[src/rtl/ui_char_seq_mc.sv]
// ui_char_seq_mc: round-robin character sequencer from NUM_CH FIFOs to one UART TX.
// Pops one character per grant, presents it with its channel index and holds it
// until the rising edge of tx_done, then optionally idles GAP_CYC cycles.
// Ports:
//   clk, rst_n          clock, synchronous active-low reset
//   ch_enable           per-channel enable (sampled only while arbitrating)
//   ch_fifo_empty       per-channel FIFO empty flags
//   ch_fifo_rd_en       per-channel one-cycle pop strobe (registered)
//   ch_fifo_dout        packed FIFO data, channel i at [i*DATA_W +: DATA_W]
//   tx_data_val/tx_data/tx_ch  character, valid and source channel to the UART
//   tx_done             UART completion; rising edge accepts the character
//   busy                high whenever the sequencer is not idle
module ui_char_seq_mc #(
   parameter int unsigned NUM_CH  = 4,
   parameter int unsigned DATA_W  = 8,
   parameter int unsigned FWFT    = 0,
   parameter int unsigned RD_LAT  = 1,
   parameter int unsigned GAP_CYC = 0,
   localparam int unsigned CH_W   = (NUM_CH > 1) ? $clog2(NUM_CH) : 1
) (
   input  logic                       clk,
   input  logic                       rst_n,
   input  logic [NUM_CH-1:0]          ch_enable,
   input  logic [NUM_CH-1:0]          ch_fifo_empty,
   output logic [NUM_CH-1:0]          ch_fifo_rd_en,
   input  logic [NUM_CH*DATA_W-1:0]   ch_fifo_dout,
   output logic                       tx_data_val,
   output logic [DATA_W-1:0]          tx_data,
   output logic [CH_W-1:0]            tx_ch,
   input  logic                       tx_done,
   output logic                       busy
);

   localparam int unsigned CNT_W = 8;

   typedef enum logic [2:0] {
      S_IDLE  = 3'd0,
      S_FETCH = 3'd1,
      S_LOAD  = 3'd2,
      S_SEND  = 3'd3,
      S_GAP   = 3'd4
   } state_t;

   state_t              r_state, w_state_nxt;
   logic [NUM_CH-1:0]   r_rd_en, w_rd_en_nxt;
   logic                r_val, w_val_nxt;
   logic [DATA_W-1:0]   r_data, w_data_nxt;
   logic [CH_W-1:0]     r_ch, w_ch_nxt;
   logic [CH_W-1:0]     r_rr, w_rr_nxt;
   logic [CNT_W-1:0]    r_cnt, w_cnt_nxt;
   logic                r_busy;
   logic                r_done_d;

   logic                w_done_rise;
   logic                w_found;
   logic [CH_W-1:0]     w_win, w_win_inc, w_idx;
   logic [31:0]         w_sum, w_inc_sum;
   logic [DATA_W-1:0]   w_dout [NUM_CH];

   // Unpack the flat FIFO data bus into per-channel words.
   for (genvar g = 0; g < NUM_CH; g++) begin : g_unpack
      assign w_dout[g] = ch_fifo_dout[g*DATA_W +: DATA_W];
   end

   // Only a 0->1 transition of tx_done completes a character.
   assign w_done_rise = tx_done & ~r_done_d;

   // Round-robin search starting at r_rr for an enabled, non-empty channel.
   always_comb begin
      w_found   = 1'b0;
      w_win     = '0;
      w_idx     = '0;
      w_sum     = '0;
      w_inc_sum = '0;
      for (int i = 0; i < NUM_CH; i++) begin
         w_sum = 32'(r_rr) + 32'(i);
         if (w_sum >= NUM_CH) begin
            w_sum = w_sum - NUM_CH;
         end
         w_idx = CH_W'(w_sum);
         if (!w_found && ch_enable[w_idx] && !ch_fifo_empty[w_idx]) begin
            w_found = 1'b1;
            w_win   = w_idx;
         end
      end
      w_inc_sum = 32'(w_win) + 32'd1;
      w_win_inc = (w_inc_sum >= NUM_CH) ? '0 : CH_W'(w_inc_sum);
   end

   // Next-state and next-output logic.
   always_comb begin
      w_state_nxt = r_state;
      w_rd_en_nxt = '0;
      w_val_nxt   = r_val;
      w_data_nxt  = r_data;
      w_ch_nxt    = r_ch;
      w_rr_nxt    = r_rr;
      w_cnt_nxt   = r_cnt;
      case (r_state)
         S_IDLE: begin
            if (w_found) begin
               w_rd_en_nxt = NUM_CH'(1) << w_win;
               w_ch_nxt    = w_win;
               w_rr_nxt    = w_win_inc;
               w_cnt_nxt   = '0;
               if (FWFT != 0) begin
                  // Head word is already on dout; capture it with the grant.
                  w_data_nxt  = w_dout[w_win];
                  w_val_nxt   = 1'b1;
                  w_state_nxt = S_SEND;
               end else begin
                  w_state_nxt = S_FETCH;
               end
            end
         end
         S_FETCH: begin
            // Wait out the FIFO read latency, counted from the pop cycle.
            if (r_cnt == CNT_W'(RD_LAT - 1)) begin
               w_cnt_nxt   = '0;
               w_state_nxt = S_LOAD;
            end else begin
               w_cnt_nxt = r_cnt + CNT_W'(1);
            end
         end
         S_LOAD: begin
            w_data_nxt  = w_dout[r_ch];
            w_val_nxt   = 1'b1;
            w_state_nxt = S_SEND;
         end
         S_SEND: begin
            if (w_done_rise) begin
               w_val_nxt   = 1'b0;
               w_cnt_nxt   = '0;
               w_state_nxt = (GAP_CYC > 0) ? S_GAP : S_IDLE;
            end
         end
         S_GAP: begin
            if (r_cnt == CNT_W'(GAP_CYC - 1)) begin
               w_cnt_nxt   = '0;
               w_state_nxt = S_IDLE;
            end else begin
               w_cnt_nxt = r_cnt + CNT_W'(1);
            end
         end
         default: begin
            w_state_nxt = S_IDLE;
         end
      endcase
   end

   // State and registered outputs; tx_done history tracks every cycle.
   always_ff @(posedge clk) begin
      if (!rst_n) begin
         r_state  <= S_IDLE;
         r_rd_en  <= '0;
         r_val    <= 1'b0;
         r_data   <= '0;
         r_ch     <= '0;
         r_rr     <= '0;
         r_cnt    <= '0;
         r_busy   <= 1'b0;
         r_done_d <= 1'b0;
      end else begin
         r_state  <= w_state_nxt;
         r_rd_en  <= w_rd_en_nxt;
         r_val    <= w_val_nxt;
         r_data   <= w_data_nxt;
         r_ch     <= w_ch_nxt;
         r_rr     <= w_rr_nxt;
         r_cnt    <= w_cnt_nxt;
         r_busy   <= (w_state_nxt != S_IDLE);
         r_done_d <= tx_done;
      end
   end

   assign ch_fifo_rd_en = r_rd_en;
   assign tx_data_val   = r_val;
   assign tx_data       = r_data;
   assign tx_ch         = r_ch;
   assign busy          = r_busy;

endmodule

[config.mk]
export PLATFORM = sky130hd
export DESIGN_NAME = ui_char_seq_mc
export DESIGN_NICKNAME = d
export VERILOG_FILES = /design/src/rtl/ui_char_seq_mc.sv
export SDC_FILE = /design/constraint.sdc
export NUM_CORES = 1
export LEC_CHECK = 0
export CAP_MARGIN = 20
export CORE_ASPECT_RATIO = 1.5
export CORE_MARGIN = 2
export CORE_UTILIZATION = 44
export DETAILED_ROUTE_END_ITERATION = 10
export PLACE_DENSITY = 0.78
export SETUP_SLACK_MARGIN = 0.05
export SLEW_MARGIN = 5
export SYNTH_ARGS = -nofsm -noshare
export SYNTH_HDL_FRONTEND = slang
export SYNTH_SLANG_ARGS = --single-unit
[constraint.sdc]
create_clock -name clk -period 2.8 [get_ports clk]
set_input_delay 0.28 -clock clk [delete_from_list [all_inputs] [get_ports clk]]
set_output_delay 0.28 -clock clk [all_outputs]
set_load 0.01 [all_outputs]
# After elaboration in Yosys (flattened, before gate mapping)
# Index checks and enable logic that the tools add are counted.
op_classes:
  n_lt_le_gt_ge: 10
  n_eq_ne: 7
  bitwise: 3
  add_sub_neg: 9
  div_mod_pow: 0
  n_reduce_logical: 23
  shift: 1
  multipliers: 0
  mux: 44
op_table:
  columns: ["cell", "n"]
  rows:
  - ["2-to-1 mux 8 bit", 6]
  - ["one-hot mux 8 bit (4 select lines)", 1]
  - ["2-to-1 mux 2 bit", 9]
  - ["binary-select mux 1 bit (select 2 bit)", 8]
  - ["binary-select mux 8 bit (select 2 bit)", 1]
  - [">= comparator 3 bit, second input constant", 5]
  - ["one-hot mux 3 bit (5 select lines)", 1]
  - ["2-to-1 mux 1 bit", 13]
  - ["< comparator 2 x 3 -> 1 bit, second input constant", 4]
  - ["2-to-1 mux 3 bit", 4]
  - ["adder 8 x 1 -> 8 bit, second input constant", 1]
  - ["equality test 8 bit, second input constant", 1]
  - ["zero test 8 bit", 1]
  - ["subtractor 2 x 1 -> 2 bit, second input constant", 4]
  - ["logical AND 1 bit", 7]
  - ["zero test 1 bit", 7]
  - ["adder 2 x 1 -> 3 bit, second input constant", 2]
  - ["adder 2 x 2 -> 3 bit, second input constant", 2]
  - ["equality test 3 x 2 -> 1 bit, second input constant", 2]
  - ["AND reduction 3 bit", 2]
  - ["!= test 2 bit, second input constant", 2]
  - ["AND reduction 2 bit", 2]
  - ["nonzero test 4 bit", 1]
  - ["left shift 1 x 2 -> 4 bit, first input constant", 1]
  - ["10 further kinds", 10]
totals:
  n_memories: 0
  inputBits: 43
  mem_bits_rw: 0
  output_inout_bits: 16
  elab_cells: 106
  reg_bits: 30
  latch_bits: 0
  romBits: 0

# Longest topological paths before layout
logic_depth:
  ltp_word: 22
  depth_mapped: 7
  ltp_nobuf: 7

# Worst setup path after synthesis
# No wires, ideal clock.
synth_timing:
  kind: "reg-to-reg"
  startpoint: "register r_cnt[0]"
  endpoint: "register r_cnt[2]"
  stages_incl_launch_ff: 8
  path_buffers: 0
  setup_slack_ns: 0.818
  arrival_time_ns: 1.862
  setup_ns: 0.120
  period_less_slack_ns: 1.982
  path_cell_list: "dfxtp_1 -> inv_1 -> ha_1 -> or4b_4 -> o41a_4 -> a21oi_4 -> nor3b_1 -> a211o_1"
synth_between:
  elab_chain_cells: 3
  elab_cells_between_ends: 6
synth_lines:
  columns: ["item", "line", "rtl"]
  rows:
  - ["start, declared", "50", "logic [CNT_W-1:0] r_cnt, w_cnt_nxt;"]
  - ["start signal, assigned", "170", "r_cnt <= w_cnt_nxt;"]
  - ["adder 8 x 1 -> 8 bit, or another cell as far along", "122, 142", null]
  - ["2-to-1 mux 8 bit (on tied branches)", "138, 118", null]
  - ["one-hot mux 8 bit (4 select lines) (*)", "99", "case (r_state)"]
# Mark *: on every way between the ends. The rest lies on a longest branch, timed or not.
# A chain may end at the register's enable or synchronous reset.

# Worst setup path after layout
layout_timing:
  startpoint: "register r_cnt[0]"
  endpoint: "register r_cnt[5]"
# The elaborated chain is that of the path after synthesis.

==> results.yml <==
outcome:
  outcome: "finished, final reports clean"
logic_synthesis:
  synth_top_family_by_area: "simple AND/OR/NAND/NOR gates"
  synth_fa_ha_area_frac: 0.0240
  netlist_area_mm2: 0.00156
  seq_area_frac_synth: 0.384
  muxShareOfSynthArea: 0.122
  syn_inst: 168
  synth_seq_cells: 30
  synth_compound_area_frac: 0.174
  yosys.area_share.simple: 0.251
  avgSynthCellArea_um2: 9.30
  synthFlopType: "dfxtp_1"
  ys_warn_count: 0
  synth_xor_area_frac: 0.0168
  syn_nets: 214
  async_flop_share: 0
  synth.distinct_cells: 46
  synth_enable_flop_cells: 0
die:
  dieArea_mm2: 0.00405
  die_y_um: 77.0
  num_rows: 26
  core_mm2: 0.00342
  ioPinCount: 59
  start_util: 0.458
  fp.dieW_um: 52.7
grt:
  grt_usage: 0.210
  grt_pass1_vias: 1495
  gr-total-overflow: 0
  grt_first_pass_wirelength_mm: 6.38
  grt_max_degree: 18
  antenna_found_initial: 0
cts:
  cts.repair.resized: 0
  post_cts_buffers: 0
  h-tree-depth: 2
  cts_sinks: 30
  cts_tree: "built"
  clk_latency_ps: 280
  holdBufCountCts: 0
  clock_path_buffers: 2
  cts_root_buffer: "clkbuf_8"
  cts_buffers: 5
  clk_pin_slew_ps: 70
place:
  io_buffers: 58
  gp_congestion: 0.830
  dp_hpwl_mm: 3.02
  placed_cell_area_mm2: 0.00218
worst_hold_path:
  hold_class: "flop to flop"
timing:
  finalMaxSlewViolations: 0
  fin_crit_sh: 0.763
  max_freq_ghz: 0.468
  tightest_slew_ps: 598
  hold_ws_ps: 462
  final_hold_viol_count: 0
  slew_headroom: 0.601
  tns_ps: 0
  clock_skew_ps: 4.34
  rsz0062_at_grt: "no"
  setup_violations: 0
  layout_min_cycle_time_ps: 2140
power:
  power_density_mw_per_mm2: 521
  p_leak_nw: 0.826
  ir_drop_mv: 0.367
flow_run:
  max_cap_violations: 0
drt:
  drc: 0
  via_count: 1506
  drt_wl_total_mm: 3.93
  viasPerCell: 5.58
  postRouteAntennaNets: 0
  detail_route.wl_per_cell_um: 14.6
  dr.first_iter.drc_count: 31
  drt_pass1_iterations: 4
final_layout:
  nNetsFinal: 273
  layout_common_cells: "clkdlybuf4s50_1, dfxtp_1, nand2_1"
  antennaDiodeCount: 0
  synthToLayoutAreaGrowth_pct: 46.4
  fin_area_mm2: 0.00229
  fillers: 273
  layout-drive-gt1-share: 0.0965
  final_common_cell: "clkdlybuf4s50_1"
setup_path:
  cp.required_ps: 2970
  startpoint_type: "flop"
  cp_max_fo: 6
  arrival_ps: 2310
  crit_path_end_kind: "flop"
  crit_type: "flop to flop"
-- through the flow --
stage                     total power [W]  worst slack [ps]   util  std cells
after floorplan                  0.000638               818      -        168
after global placement           0.000759               677  0.637        262
after detailed placement         0.000770               581  0.637        262
after CTS                         0.00120               668  0.670        270
after global routing              0.00125               576  0.670        270
final                             0.00119               663  0.670        270
-- cell usage after synthesis (3+ instances only) --
cell type  number  area [um^2]
dfxtp_1        30          601
nand2_1        24         90.1
ha_1            3         37.5
nor3_1          3         15.0
nand2b_1        7         43.8
inv_1           4         15.0
nand3_1         7         35.0
o2bb2ai_1       3         26.3
a22oi_1         3         22.5
nor2_1         11         41.3
mux4_2          8          180
clkbuf_1        7         26.3
a21oi_1        13         65.1
nor3b_1         4         30.0
-- state kept, by name (all words and copies together), names as in the netlist --
| register | flops |
|---|---|
| r_state | 3 |
| tx_data_val | 1 |
| tx_ch | 2 |
| ch_fifo_rd_en | 4 |
| r_done_d | 1 |
| r_rr | 2 |
| tx_data | 8 |
| busy | 1 |
| r_cnt | 8 |
-- layout make-up --
| type | instances | area, um^2 | area share |
|---|---|---|---|
| clock buffers | 6 | 72.6 | 0.0317 |
| clock inverters | 2 | 37.5 | 0.0164 |
| inverters | 5 | 18.8 | 0.00821 |
| multi-input cells | 126 | 917 | 0.401 |
| flip-flops and latches | 30 | 601 | 0.263 |
| well taps | 42 | 52.6 | 0.0230 |
| repair buffers | 59 | 588 | 0.257 |
-- worst max-delay path: stages (launching register included) --
cell	delay, ps
dfxtp_1	350
inv_1	80
ha_1	140
or4b_4	460
o41a_4	390
a21oi_4	240
nor3_1	80
a211o_1	280
-- cell families (layout without fill, tap and decap cells) --
| logic type | count (synthesis) | in the layout |
|---|---|---|
| simple gates | 74 | 74 |
| compound gates | 37 | 37 |
| flops | 30 | 30 |
| buf+inv | 12 | 72 |
| mux | 9 | 9 |
| fa+ha+maj | 3 | 3 |
| xor+xnor | 3 | 3 |
-- routing by layer --
metal,up-vias,GRT usage,routed length (um)
met4,0,0.113,121
li1,727,-,-
met2,40,0.369,2260
met3,12,0.0545,131
met5,-,0,0
met1,727,0.216,1420
-- worst paths after layout --
path	slack, ps	cells past startpoint	end	from
setup / recovery	660	7	r_cnt[5]$_SDFFE_PN0P_	r_cnt[0]$_SDFFE_PN0P_
hold / removal	460	2	tx_data[3]$_SDFFE_PN0P_	tx_data[3]$_SDFFE_PN0P_
setup reg to reg	660	7	r_cnt[5]$_SDFFE_PN0P_	r_cnt[0]$_SDFFE_PN0P_
hold reg to reg	460	2	tx_data[3]$_SDFFE_PN0P_	tx_data[3]$_SDFFE_PN0P_
-- report_power, final --
group          switching (W)  internal, W  total (W)
logic               0.000108     0.000158   0.000266
clock network       0.000165     0.000265   0.000430
registers          0.0000359     0.000460   0.000495
(Power assumes the default switching activity.)
